`config.mk`:
```
export PLATFORM = sky130hd
export DESIGN_NAME = regfile_wb_queue
export DESIGN_NICKNAME = d
export VERILOG_FILES = /design/src/rtl/regfile_wb_pkg.sv /design/src/rtl/regfile_wb_lookup.sv /design/src/rtl/regfile_wb_queue.sv
export SDC_FILE = /design/constraint.sdc
export NUM_CORES = 2
export LEC_CHECK = 0
export ABC_AREA = 1
export BUFFER_PORTS_ARGS = -buffer_cell sky130_fd_sc_hd__buf_2
export CORE_UTILIZATION = 45
export CTS_BUF_LIST = sky130_fd_sc_hd__clkbuf_8
export DETAILED_ROUTE_END_ITERATION = 10
export SLEW_MARGIN = 5
export SYNTH_ARGS = -nofsm -noshare
export SYNTH_HDL_FRONTEND = slang
export SYNTH_SLANG_ARGS = --single-unit
```
`constraint.sdc`:
```
create_clock -name clk_i -period 8.1 [get_ports clk_i]
set_clock_uncertainty 0.15 [all_clocks]
set_input_delay 1.62 -clock clk_i [delete_from_list [all_inputs] [get_ports clk_i]]
set_output_delay 1.62 -clock clk_i [all_outputs]
set_load 0.1 [all_outputs]
```
`src/rtl/regfile_wb_pkg.sv`:
```
// Shared types for the register-file writeback queue.
package regfile_wb_pkg;
    localparam int ADDR_WIDTH     = 5;
    // Entry data is sized for the widest supported word; narrower builds leave the top bits zero.
    localparam int MAX_DATA_WIDTH = 64;

    typedef logic [ADDR_WIDTH-1:0] addr_t;

    typedef struct packed {
        logic                      valid;
        addr_t                     addr;
        logic [MAX_DATA_WIDTH-1:0] data;
    } entry_t;
endpackage

```
`src/rtl/regfile_wb_lookup.sv`:
```
// Pending-write lookup for one query port: youngest valid entry matching qaddr wins.
module regfile_wb_lookup import regfile_wb_pkg::*; #(
    parameter int DATA_WIDTH = 64,
    parameter int DEPTH      = 8
) (
    input  logic [ADDR_WIDTH-1:0]      qaddr,
    input  entry_t [DEPTH-1:0]         entries,
    input  logic [$clog2(DEPTH)-1:0]   rd_ptr,
    output logic                       hit,
    output logic [DATA_WIDTH-1:0]      data
);
    localparam int PW = $clog2(DEPTH);

    logic [PW-1:0] idx;

    always_comb begin
        hit  = 1'b0;
        data = '0;
        idx  = '0;
        // Walk oldest to youngest so a younger match overrides an older one.
        for (int k = 0; k < DEPTH; k++) begin
            idx = rd_ptr + PW'(k);
            if (qaddr != '0 && entries[idx].valid && entries[idx].addr == qaddr) begin
                hit  = 1'b1;
                data = entries[idx].data[DATA_WIDTH-1:0];
            end
        end
    end
endmodule

```
`src/rtl/regfile_wb_queue.sv`:
```
// Regfile writeback queue: circular FIFO draining up to NR_WRITE_PORTS entries per cycle, with
// pending-write lookup. Define REGFILE_WB_BYPASS_EN to forward straight into an empty, unstalled queue.
module regfile_wb_queue import regfile_wb_pkg::*; #(
    parameter int DATA_WIDTH     = 64,
    parameter int NR_WRITE_PORTS = 2,
    parameter int DEPTH          = 8,
    parameter int NR_QUERY_PORTS = 2
) (
    input  logic                                          clk_i,
    input  logic                                          rst_i,
    input  logic                                          wb_valid_i,
    output logic                                          wb_ready_o,
    input  logic [ADDR_WIDTH-1:0]                         wb_addr_i,
    input  logic [DATA_WIDTH-1:0]                         wb_data_i,
    output logic [NR_WRITE_PORTS-1:0][ADDR_WIDTH-1:0]     waddr_o,
    output logic [NR_WRITE_PORTS-1:0][DATA_WIDTH-1:0]     wdata_o,
    output logic [NR_WRITE_PORTS-1:0]                     we_o,
    input  logic                                          wr_stall_i,
    input  logic [NR_QUERY_PORTS-1:0][ADDR_WIDTH-1:0]     qaddr_i,
    output logic [NR_QUERY_PORTS-1:0]                     qhit_o,
    output logic [NR_QUERY_PORTS-1:0][DATA_WIDTH-1:0]     qdata_o,
    input  logic                                          flush_i
);
    localparam int PW = $clog2(DEPTH);

    logic [DEPTH-1:0]                 valid_q;
    logic [DEPTH-1:0][ADDR_WIDTH-1:0] mem_addr;
    logic [DEPTH-1:0][DATA_WIDTH-1:0] mem_data;
    entry_t [DEPTH-1:0]               entries;
    logic [PW-1:0]                    rd_ptr, wr_ptr;
    logic [PW:0]                      count, n_drain;
    logic                             accept, bypass, alloc;

    assign wb_ready_o = !rst_i && (count < (PW+1)'(DEPTH)) && !flush_i;
    assign accept     = wb_valid_i && wb_ready_o;
`ifdef REGFILE_WB_BYPASS_EN
    assign bypass = accept && (wb_addr_i != '0) && (count == '0) && !wr_stall_i;
`else
    assign bypass = 1'b0;
`endif
    // x0 writes are acknowledged but never stored.
    assign alloc = accept && (wb_addr_i != '0) && !bypass;

    always_comb begin
        n_drain = '0;
        if (!wr_stall_i && !flush_i)
            n_drain = (count < (PW+1)'(NR_WRITE_PORTS)) ? count : (PW+1)'(NR_WRITE_PORTS);
    end

    // Oldest entry on port 0 so the highest port carries the youngest write.
    always_comb begin
        we_o    = '0;
        waddr_o = '0;
        wdata_o = '0;
        for (int k = 0; k < NR_WRITE_PORTS; k++) begin
            if ((PW+1)'(k) < n_drain) begin
                we_o[k]    = 1'b1;
                waddr_o[k] = mem_addr[rd_ptr + PW'(k)];
                wdata_o[k] = mem_data[rd_ptr + PW'(k)];
            end
        end
`ifdef REGFILE_WB_BYPASS_EN
        if (bypass) begin
            we_o[0]    = 1'b1;
            waddr_o[0] = wb_addr_i;
            wdata_o[0] = wb_data_i;
        end
`endif
    end

    always_ff @(posedge clk_i or posedge rst_i) begin
        if (rst_i) begin
            count   <= '0;
            rd_ptr  <= '0;
            wr_ptr  <= '0;
            valid_q <= '0;
        end else if (flush_i) begin
            count   <= '0;
            rd_ptr  <= '0;
            wr_ptr  <= '0;
            valid_q <= '0;
        end else begin
            for (int k = 0; k < NR_WRITE_PORTS; k++)
                if ((PW+1)'(k) < n_drain) valid_q[rd_ptr + PW'(k)] <= 1'b0;
            if (alloc) valid_q[wr_ptr] <= 1'b1;
            rd_ptr <= rd_ptr + n_drain[PW-1:0];
            wr_ptr <= wr_ptr + PW'(alloc);
            count  <= count + (PW+1)'(alloc) - n_drain;
        end
    end

    // Payload storage carries no reset; valid_q alone defines occupancy.
    always_ff @(posedge clk_i) begin
        if (alloc && !flush_i) begin
            mem_addr[wr_ptr] <= wb_addr_i;
            mem_data[wr_ptr] <= wb_data_i;
        end
    end

    always_comb begin
        for (int i = 0; i < DEPTH; i++)
            entries[i] = '{valid: valid_q[i], addr: mem_addr[i], data: MAX_DATA_WIDTH'(mem_data[i])};
    end

    for (genvar q = 0; q < NR_QUERY_PORTS; q++) begin : g_lookup
        regfile_wb_lookup #(
            .DATA_WIDTH (DATA_WIDTH),
            .DEPTH      (DEPTH)
        ) u_lookup (
            .qaddr   (qaddr_i[q]),
            .entries (entries),
            .rd_ptr  (rd_ptr),
            .hit     (qhit_o[q]),
            .data    (qdata_o[q])
        );
    end
endmodule

```
Word level (Yosys, flattened, before mapping)
Index checks and enable logic that the tools add are counted.
{ "word_totals": {"word_cells": 200, "reg_bits": 570, "input_bits": 84, "out_inout_bits": 271} }
{ "op_classes": {"n_lt_le_gt_ge": 16, "n_mux": 85, "bitwise": 5, "add_sub_neg": 11, "n_reduce_logical": 47, "eq_ne": 16} }
{ "op_table": {"columns": ["cell", "count"], "rows": [
  ["binary-select mux 70 bit (select 3 bit)", 8],
  ["two-way mux 64 bit", 21],
  ["two-way mux 70 bit", 8],
  ["bitwise mux 512 bit", 1],
  ["binary-select mux 64 bit (select 3 bit)", 2],
  ["demux 64 bit (select 3 bit)", 1],
  ["== test 5 bit", 16],
  ["two-way mux 8 bit", 6],
  ["logical AND 1 bit", 41],
  ["bitwise mux 40 bit", 1],
  ["< comparator 3 x 4 -> 1 bit (second input constant)", 9],
  ["binary-select mux 5 bit (select 3 bit)", 2],
  ["two-way mux 5 bit", 5],
  ["two-way mux 1 bit", 21],
  ["AND 8 bit", 2],
  ["inverter 8 bit", 2],
  ["demux 5 bit (select 3 bit)", 1],
  ["nonzero test 5 bit", 3],
  ["adder 3 bit (second input constant)", 4],
  ["two-way mux 4 bit", 3],
  ["demux 1 bit (select 3 bit)", 3],
  ["greater-or-equal comparator 3 x 1 -> 1 bit (second input constant)", 3],
  ["< comparator 1 x 4 -> 1 bit (first input constant)", 2],
  ["OR 8 bit", 1],
  ["other kinds (10)", 14]
]} }

Longest topological paths before layout
{ "depth": {"depth_word": 14, "mapped_depth": 27, "mapped_depth_nobuf": 20} }

By module
A second synthesis with hierarchy kept.
{ "hier_totals": {"hier_cells": 15289, "area_unflattened_um2": 80627.3} }
{ "modules_own_cells": {"columns": ["mod", "area_per_inst_um2", "instances", "seq_area_each_um2", "cells_each"], "rows": [
  ["regfile_wb_lookup", 26382.8, 2, 0.0, 6167],
  ["regfile_wb_queue", 27861.7, 1, 17026.3, 2955]
]} }

Worst setup path before layout
OpenSTA, ideal clock, no wires.
{ "synth_path": {"path_kind": "input-to-output", "startpoint": "in wr_stall_i", "endpoint": "out wdata_o[54] in the netlist's numbering", "path_stages": 9, "t_required_ps": 6330, "setup_slack_ps": 203, "arrival_ps": 6127, "n_path_buf": 2, "path_cell_list": "nor2_1 inv_1 a31oi_2 inv_2 nand2_1 clkinv_1 clkbuf_1 clkbuf_1 nor2_1"} }
{ "synth_rtl": {"columns": ["item", "line_no", "text"], "rows": [
  ["from (decl)", "regfile_wb_queue.sv:18", "input logic wr_stall_i,"],
  ["to (decl)", "regfile_wb_queue.sv:16", "output logic [NR_WRITE_PORTS-1:0][DATA_WIDTH-1:0] wdata_o,"]
]} }

==> flow_summary.json <==
{
  "hp-class": "flip-flop to flip-flop",
  "path_clk_slew_ns": 0.06,
  "startpoint_type": "flip-flop",
  "num_vias": 55770,
  "nNetsFinal": 8400,
  "status": "complete, but fails checks",
  "synth_area_leaders": "edfxtp_1 (33%), nand2_1 (26%), o21ai_0 (9.9%), nor2_1 (7.6%), nand3_1 (7.2%)",
  "gp_congestion": 0.9265,
  "worstMarginPinSlew_ns": 1.578,
  "rsz0062_at_grt": "false",
  "rows": 121,
  "ctsHtreeMaxLevel": 3,
  "wirelength_mm": 205.9,
  "area_growth_pct": 12.78,
  "postCtsHoldBufs": 0,
  "combPwrFrac_pct": 53.1,
  "io_pins": 355,
  "hold_viol_final": 0,
  "max-vdd-ir-drop_uv": 219.1,
  "grt_max_degree": 227,
  "clockPowerShare_pct": 21.6,
  "cts_resized": 0,
  "yosysSeqAreaShare_pct": 34.36,
  "dp_hpwl_mm": 125.9,
  "fin_crit_ns": 7.789,
  "synthArstFlopShare_pct": 3.158,
  "cts_setup_buffers": 0,
  "crit_fanout": 41,
  "finalCritPeriodShare_pct": 96.16,
  "globalRouteTotalUtil_pct": 35.92,
  "postSynthCellCount": 8331,
  "synth.avg_cell_area_um2": 5.948,
  "seq_power_share_pct": 25.3,
  "switching_share_pct": 51.20,
  "synth_common_cells": "nand2_1 (3,475), nor2_1 (1,003), o21ai_0 (976)",
  "p_sw_uw": 6676,
  "grt_pass1_wl_mm": 303.2,
  "drtIter0Drc": 6599,
  "grt-ovfl-total": 0,
  "yosys_register_bits": 570,
  "syn_area_mm2": 0.04956,
  "synth-main-ff-cell": "edfxtp_1",
  "p_int_uw": 6364,
  "worstHoldStart": "wr_ptr[2]",
  "maxCapViolations": 0,
  "netlist.area_leader.share_pct": 33.45,
  "clock_latency_ns": 0.79,
  "start_util_pct": 45.46,
  "leakage_uw": 0.02678,
  "power_density_mw_per_mm2": 233.3,
  "core_region_area_mm2": 0.1090,
  "die_area_mm2": 0.1115,
  "wl_per_cell_um": 20.98,
  "synth.most_common_cell": "nand2_1",
  "die_width_um": 333.9,
  "grt_antenna_before_repair": 21,
  "endpoint_kind": "primary output",
  "fp.dieH_um": 333.9,
  "vias_per_cell": 5.684,
  "synth_edf_count": 552,
  "drt_first_pass_iters": 8,
  "syn-num-nets": 8432,
  "violations": "max-slew violations",
  "maxSlewHeadroom_pct": -5.197,
  "worstPathArrival_ns": 6.02,
  "synth_warnings": 0,
  "cts_tree": "done",
  "ant_nets": 0,
  "power_uw": 13040,
  "cts-buffers-inserted": 107,
  "crit_start": "rd_ptr[2]",
  "synth_top_cell_by_area": "edfxtp_1",
  "critical_path_class": "flip-flop to primary output",
  "crit_required_ns": 6.33,
  "fmax_mhz": 128.4,
  "rr_worst_depth": 9,
  "cts_root_buffer": "clkbuf_8",
  "r2r_start": "rd_ptr[2]",
  "synth_cell_types": 40,
  "final_layout_size_suffix_gt1_share_pct": 7.684,
  "slew_viol_final": 163,
  "numClockSinks": 570,
  "worstHoldPathCells": 2,
  "drc": 0,
  "fin_tns_setup_ns": 0,
  "clockBufferDepth": 3,
  "portBuffers": 354,
  "grt_pass1_vias": 49420,
  "setup-violations-final": 0
}
-- worst max-delay path, stage by stage, from the launching register on --
cell     delay [ns]
dfrtp_4        0.79
inv_8          0.22
ha_4           0.69
inv_6          0.18
nand3_1        0.13
nand2_1        0.13
o21ai_0        0.34
nor2_1         0.14
nand3_4        0.10
buf_4          0.46
buf_4          0.65
nor2_1         0.08
nor2_1         0.11
nand2_1        0.06
nand2_1        0.06
nand2_1        0.05
nand2_1        0.05
nand2_1        0.07
a21oi_1        0.53
buf_12         0.26
-- cells in the final DEF (no fill, tap or decap), drive strengths merged --
cell type     n
inv         557
nand3b        2
o21a          1
nor3         16
a31oi         6
mux2i         4
and2          1
clkinv       53
o221ai        1
o21ai      1121
nor3b         1
xor2         17
fa            2
o211ai        1
nor2       1005
nor4          2
xnor2         2
o22ai         6
a21o          1
ha           15
a21oi       220
clkbuf      111
nand2      3477
o2111ai       3
clkinvlp      2
bufinv        7
edfxtp      552
nand3       712
nand4         7
dfrtp        18
o31ai         5
diode        16
buf         453
-- state kept, by name, summed over array words and instances (netlist names) --
register	cells
entries	552
valid_q	8
count	4
rd_ptr	3
wr_ptr	3
-- power by group through the flow --
stage | registers (uW) | logic [uW] | clock network, uW
2_1_floorplan | 3340 | 4760 | 0
3_3_place_gp | 3360 | 6780 | 0
3_5_place_dp | 3360 | 6800 | 0
4_1_cts | 3300 | 6820 | 2850
5_1_grt | 3300 | 7410 | 3000
6_report | 3300 | 6930 | 2810
-- through the flow --
| step | util [%] | area (um^2) | hold slack, ns | instances | setup slack, ns |
|---|---|---|---|---|---|
| 2_1_floorplan | - | 49560 | 0.4008 | 8331 | 0.2032 |
| 3_3_place_gp | 49.35 | 53800 | 0.4452 | 9605 | 1.017 |
| 3_5_place_dp | 49.35 | 53800 | 0.4529 | 9605 | 0.9947 |
| 4_1_cts | 51.24 | 55860 | 0.4684 | 9796 | 0.5203 |
| 5_1_grt | 51.26 | 55880 | 0.4980 | 9806 | 0.1090 |
| 6_report | 51.27 | 55890 | 0.4734 | 9811 | 0.3112 |
-- area by class of cell --
type | count | area [um^2]
multi-input cells | 6628 | 28110
repair buffers | 453 | 4777
clock buffers | 111 | 1528
diodes | 16 | 40.04
fillers | 11050 | 53120
flip-flops and latches | 570 | 17040
well taps | 1414 | 1769
clock inverters | 80 | 533.0
inverters | 539 | 2095
-- per-layer routing --
layer | wire (um) | track usage [%] | vias to the layer above
met1 | 83960 | 48.20 | 25380
met5 | 120 | 0 | -
li1 | - | - | 26680
met4 | 8905 | 16.24 | 6
met2 | 89800 | 55.81 | 3142
met3 | 23070 | 7.068 | 556
-- final timing paths --
check / endpoint / slack [ns]
min in group asynchronous: valid_q[4] / 0.81
min reg2reg: wr_ptr[2] / 0.47
max in group asynchronous: rd_ptr[2] / 6.44
max: qdata_o[76] / 0.31
min: wr_ptr[2] / 0.47
max reg2reg: valid_q[6] / 4.54
-- kinds of logic (layout without fill, tap and decap cells) --
group | after synthesis | after routing | share of synthesized area [%]
AO/OA/AOI/OAI | 1365 | 1365 | 13.90
XOR/XNOR | 19 | 19 | 0.3358
adder cells (fa/ha/maj) | 17 | 17 | 0.4595
buffers and inverters | 1133 | 1183 | 9.334
flip-flops | 570 | 570 | 34.36
multiplexers | 4 | 4 | 0.08080
other | 0 | 16 | 0
AND/OR/NAND/NOR | 5223 | 5223 | 41.53
No activity file was read; power rests on OpenSTA's default activity.
